File: src/rtl/memory_loader.sv
// Host-side burst write engine for the CGRA data memory: takes (address, length)
// commands plus a data stream and issues one memory write per accepted word.
// Optional running checksum of written data: define MEMORY_LOADER_CHECKSUM_EN.
//
// Handshakes: a transfer happens on a rising edge where valid && ready are both
// high; the loader never looks at valid to decide ready, and ignores valid while
// its ready is low (stray commands and data are dropped, not queued).
module memory_loader #(
  parameter int ADDRESS_WIDTH = 16,
  parameter int DATA_WIDTH    = 32,
  parameter int MEMORY_SIZE   = 1024
) (
  input  logic                     clk,
  input  logic                     reset_n,
  input  logic                     cmd_valid,
  output logic                     cmd_ready,
  input  logic [ADDRESS_WIDTH-1:0] cmd_address,
  input  logic [ADDRESS_WIDTH-1:0] cmd_length,
  input  logic                     data_valid,
  output logic                     data_ready,
  input  logic [DATA_WIDTH-1:0]    data_in,
  output logic                     write,
  output logic [ADDRESS_WIDTH-1:0] write_address,
  output logic [DATA_WIDTH-1:0]    write_data,
  output logic                     busy,
  output logic                     done,
  output logic                     error,
`ifdef MEMORY_LOADER_CHECKSUM_EN
  output logic [DATA_WIDTH-1:0]    checksum,
`endif
  output logic [1:0]               dbg_state
);

  typedef enum logic [1:0] {
    ST_IDLE = 2'd0,
    ST_LOAD = 2'd1,
    ST_DONE = 2'd2
  } state_t;

  // One extra bit so MEMORY_SIZE == 2**ADDRESS_WIDTH still compares correctly.
  localparam logic [ADDRESS_WIDTH:0]   C_MEM_SIZE  = (ADDRESS_WIDTH+1)'(MEMORY_SIZE);
  localparam logic [ADDRESS_WIDTH-1:0] C_LAST_ADDR = ADDRESS_WIDTH'(MEMORY_SIZE - 1);
  localparam logic [ADDRESS_WIDTH-1:0] C_ONE       = ADDRESS_WIDTH'(1);

  state_t                   r_state;
  state_t                   w_state_next;
  logic [ADDRESS_WIDTH-1:0] r_addr;
  logic [ADDRESS_WIDTH-1:0] r_remaining;
  logic                     r_error;
  logic                     r_write;
  logic [ADDRESS_WIDTH-1:0] r_write_address;
  logic [DATA_WIDTH-1:0]    r_write_data;

  logic                     w_cmd_fire;
  logic                     w_cmd_reject;
  logic                     w_beat;
  logic [ADDRESS_WIDTH-1:0] w_addr_next;

  assign w_addr_next = (r_addr == C_LAST_ADDR) ? '0 : r_addr + C_ONE;

  always_comb begin
    w_state_next = r_state;
    w_cmd_fire   = 1'b0;
    w_cmd_reject = 1'b0;
    w_beat       = 1'b0;
    cmd_ready    = 1'b0;
    data_ready   = 1'b0;
    busy         = 1'b1;
    done         = 1'b0;
    error        = 1'b0;
    case (r_state)
      ST_IDLE: begin
        cmd_ready = 1'b1;
        busy      = 1'b0;
        if (cmd_valid) begin
          w_cmd_fire = 1'b1;
          if ({1'b0, cmd_address} >= C_MEM_SIZE) begin
            w_cmd_reject = 1'b1;
            w_state_next = ST_DONE;
          end else if (cmd_length == '0) begin
            w_state_next = ST_DONE;
          end else begin
            w_state_next = ST_LOAD;
          end
        end
      end
      ST_LOAD: begin
        data_ready = 1'b1;
        if (data_valid) begin
          w_beat = 1'b1;
          if (r_remaining == C_ONE) w_state_next = ST_DONE;
        end
      end
      ST_DONE: begin
        done         = 1'b1;
        error        = r_error;
        w_state_next = ST_IDLE;
      end
      default: begin
        w_state_next = ST_IDLE;
      end
    endcase
  end

  always_ff @(posedge clk) begin
    if (!reset_n) begin
      r_state <= ST_IDLE;
    end else begin
      r_state <= w_state_next;
    end
  end

  always_ff @(posedge clk) begin
    if (!reset_n) begin
      r_addr          <= '0;
      r_remaining     <= '0;
      r_error         <= 1'b0;
      r_write         <= 1'b0;
      r_write_address <= '0;
      r_write_data    <= '0;
    end else begin
      r_write <= w_beat;
      if (w_cmd_fire) begin
        r_addr      <= cmd_address;
        r_remaining <= cmd_length;
        r_error     <= w_cmd_reject;
      end
      // Beats only occur in LOAD, so they never collide with a command fire.
      if (w_beat) begin
        r_write_address <= r_addr;
        r_write_data    <= data_in;
        r_addr          <= w_addr_next;
        r_remaining     <= r_remaining - C_ONE;
      end
    end
  end

`ifdef MEMORY_LOADER_CHECKSUM_EN
  logic [DATA_WIDTH-1:0] r_checksum;

  // Accumulated at beat time so the sum already includes the write it is paired with.
  always_ff @(posedge clk) begin
    if (!reset_n) begin
      r_checksum <= '0;
    end else if (w_cmd_fire) begin
      r_checksum <= '0;
    end else if (w_beat) begin
      r_checksum <= r_checksum + data_in;
    end
  end

  assign checksum = r_checksum;
`endif

  assign write         = r_write;
  assign write_address = r_write_address;
  assign write_data    = r_write_data;
  assign dbg_state     = r_state;

  a_write_follows_load: assert property (
    @(posedge clk) disable iff (!reset_n) r_write |-> $past(r_state) == ST_LOAD);

  a_load_has_words: assert property (
    @(posedge clk) disable iff (!reset_n) (r_state == ST_LOAD) |-> (r_remaining != '0));

endmodule

File: config.mk
export PLATFORM = sky130hd
export DESIGN_NAME = memory_loader
export DESIGN_NICKNAME = d
export VERILOG_FILES = /design/src/rtl/memory_loader.sv
export SDC_FILE = /design/constraint.sdc
export NUM_CORES = 1
export LEC_CHECK = 0
export ABC_AREA = 1
export CORE_MARGIN = 4
export CORE_UTILIZATION = 47
export CTS_BUF_LIST = sky130_fd_sc_hd__clkbuf_16
export DETAILED_ROUTE_END_ITERATION = 8
export PLACE_DENSITY = 0.89
export SLEW_MARGIN = 25
export SYNTH_ARGS = -nofsm -noshare
export SYNTH_HDL_FRONTEND = slang
export SYNTH_SLANG_ARGS = --single-unit
File: constraint.sdc
create_clock -name clk -period 1.9 [get_ports clk]
set_clock_uncertainty 0.15 [all_clocks]
set_input_delay 0.475 -clock clk [delete_from_list [all_inputs] [get_ports clk]]
set_output_delay 0.475 -clock clk [all_outputs]
set_load 0.1 [all_outputs]
==> results_dict.tcl <==
set metrics [dict create \
    cp_num_cells 3 \
    cts_max_path_buffers 2 \
    final_min_period_over_clock_period_pct 101.3 \
    netlist_area_um2 4040 \
    grt_max_degree 65 \
    area_growth_pct 61.69 \
    path_max_fanout 3 \
    critPathRequiredTime_ns 1.27 \
    layout_setup_ws_ns -0.02396 \
    routed.top_layer "met4" \
    fillerInstances 539 \
    cap_violations 0 \
    grt_pass1_vias 4597 \
    wire_per_inst_um 16.08 \
    via_per_inst 5.572 \
    layout_commonest_cell "nand2_1" \
    fin_area_um2 6533 \
    hpwl_um 9606 \
    status "complete, but fails checks" \
    vias 4692 \
    maxSlewViolCount 0 \
    overflow 0 \
    globalplace.congestion 0.9490 \
    grtUsageTotal_pct 26.14 \
    path_buf_inv 2 \
    clock_sinks 84 \
    dr.pass1.iters 5 \
    violations "negative setup slack" \
    coreArea_um2 8299 \
    dpl-instance-area_um2 6096 \
    design.die.area_um2 10140 \
    startpoint "dbg_state[1]" \
    drt_iter0_drc 343 \
    drc 0 \
    slowest_delay_ns 0.38 \
    relSlewSlack_pct 77.42 \
    synth.yosys.seq_area_share_pct 41.62 \
    die_w_um 100.7 \
    cts-root-buf "clkbuf_16" \
    final_net_count 803 \
    power.density_nw_per_um2 706.1 \
    crit_slowest_cell "dfxtp_4" \
    drive_gt1_share_pct 17.50 \
    diodes 0 \
    antenna_found_initial 0 \
    cts_hold_buf 0 \
    worstPathCellList "clkinvlp_4 > nor3b_4 > buf_12" \
    avgSynthCellArea_um2 6.790 \
    start_util_pct 48.68 \
    reg2reg_depth 9 \
    power_leakage_nw 2.514 \
    rows 33 \
    layout_common_cells "nand2_1 (170), a21oi_1 (81), dfxtp_1 (81)" \
    hold_viol 0 \
    met3_length_um 1293 \
    port_buffers 123 \
    crit_end "error" \
    vdd_drop_max_mv 0.4333 \
    syn-num-nets 666 \
    grt_first_pass_wirelength_um 21410 \
    htreeDepth 3 \
    cts_tree "done" \
    worstSkewPairLatency_ns 0.33 \
    cts_made_buffers 9 \
    rsz0062_at_grt "yes" \
    holdCritPathClass "reg -> reg" \
    r2r-start "dbg_state[1]" \
    clkTransAtPathRegs_ns 0.07 \
    tightest_slew_ns 0.3352 \
    finalSetupViolations 2 \
    worstSetupStartpointType "register" \
    ys_warn_count 0 \
    synth_seq_cells 84 \
    netlist_instances 595 \
    critPathCaptureType "output pin" \
    holdWs_ns 0.3525 \
    reg2reg_slack_ns 0.13 \
    die_h_um 100.7 \
    worstSetupPathType "reg -> out" \
    synth.distinct_cells 32 \
    timing.fmax_ghz 0.5198 \
    ant_nets 0 \
    crit_arrival_ns 1.30 \
    wl_met1_um 5003 \
    r2r-end "r_remaining[3]" \
    cp_top_family "flip-flops" \
    met2_length_um 6898 \
    drt-total-wl_um 13540 \
    ios 124 \
    fin_crit_ns 1.924 \
]
[power by group]
| part | internal [mW] | total (mW) | switching, mW | leakage [nW] |
|---|---|---|---|---|
| clock network | 1.30 | 2.04 | 0.739 | 0.175 |
| registers | 1.81 | 1.88 | 0.0654 | 0.686 |
| logic | 0.313 | 0.696 | 0.382 | 1.65 |
[metal layers]
metal,global-route usage (%),vias up
li1,-,2227
met1,30.68,2154
met2,47.19,274
met3,5.467,37
met4,8.394,0
met5,0,-
[final cells by class]
cell class,count,area (um^2),area share (%)
clock inverter,7,122.6,1.877
sequential,84,1690,25.88
inverter,46,186.4,2.854
timing repair buffer,155,2103,32.20
multi-input combinational,436,2073,31.74
clock buffer,9,225.2,3.448
tap,105,131.4,2.011
[worst min path at each step]
stage	start	endpoint	slack, ns	depth (start not counted)
4_1_cts	write_data[22]	write_data[22]	0.36	2
3_5_place_dp	write_data[19]	write_data[19]	0.35	2
2_1_floorplan	r_remaining[6]	r_remaining[6]	0.31	2
3_3_place_gp	r_remaining[6]	r_remaining[6]	0.33	2
5_1_grt	write_data[29]	write_data[29]	0.37	2
6_report	write_address[0]	write_address[0]	0.35	2
[state kept, by name, indices dropped and copies added, names as in the netlist]
register       flops
write_data        32
dbg_state          2
r_addr            16
write_address     16
r_error            1
r_remaining       16
write              1
[cell usage after synthesis]
| cell | n | area (um^2) |
|---|---|---|
| buf_2 | 8 | 40.04 |
| o21bai_1 | 3 | 22.52 |
| nand3_2 | 1 | 10.01 |
| nor2_1 | 46 | 172.7 |
| a21oi_1 | 81 | 405.4 |
| inv_2 | 2 | 7.510 |
| nor3b_1 | 2 | 15.01 |
| o21ai_0 | 55 | 275.3 |
| o211ai_1 | 2 | 15.01 |
| nor2_4 | 1 | 11.26 |
| inv_4 | 1 | 6.260 |
| xor2_1 | 4 | 35.03 |
| a31oi_1 | 2 | 12.51 |
| nor3_1 | 5 | 25.02 |
| nand2_2 | 2 | 12.51 |
| o21ai_2 | 1 | 8.760 |
| nand4_1 | 7 | 43.79 |
| inv_1 | 42 | 157.7 |
| o22ai_1 | 2 | 12.51 |
| nand3b_1 | 1 | 7.510 |
| buf_6 | 3 | 33.78 |
| ha_1 | 3 | 37.54 |
| clkbuf_1 | 14 | 52.55 |
| o221ai_1 | 1 | 8.760 |
| xnor2_1 | 3 | 26.28 |
| nor2_2 | 8 | 50.05 |
| a211oi_1 | 1 | 7.510 |
| clkinv_1 | 1 | 3.750 |
| buf_4 | 4 | 30.03 |
| dfxtp_1 | 84 | 1682 |
| nand2_1 | 171 | 641.9 |
| nand3_1 | 34 | 170.2 |
[cells by family (layout without fill, tap and decap cells)]
group | count (synthesis) | after routing | share of synthesized area, %
AO/OA/AOI/OAI | 148 | 148 | 19.02
adder cells (fa/ha/maj) | 3 | 3 | 0.9292
XOR/XNOR | 7 | 7 | 1.518
buffers and inverters | 75 | 217 | 8.207
AND/OR/NAND/NOR | 278 | 278 | 28.71
flip-flops | 84 | 84 | 41.62
[per-stage QoR]
stage	TNS [ns]	total power, mW	cells	setup slack, ns	util (%)
floorplan	-1.073	2.258	595	-0.4144	-
global placement	-5.755	2.560	821	-0.1302	73.45
detailed placement	-10.21	2.574	821	-0.2088	73.45
CTS	-0.03917	4.613	840	-0.02913	77.96
global route	-0.1638	4.777	842	-0.07825	78.71
finish	-0.02869	4.612	842	-0.02396	78.71
[worst register-to-register path, delay by kind of cell (launching register included)]
family / cells / cell delay, ns
buf+inv: 5 / 0.69
flops: 1 / 0.38
compound gates: 3 / 0.34
simple gates: 1 / 0.11
[repair_timing]
action,CTS,global route
resized for setup,1,7
pin swaps,1,1
setup endpoints to repair,2,6
setup buffers,3,1
cloned,0,1
No activity file was read; power rests on OpenSTA's default activity.
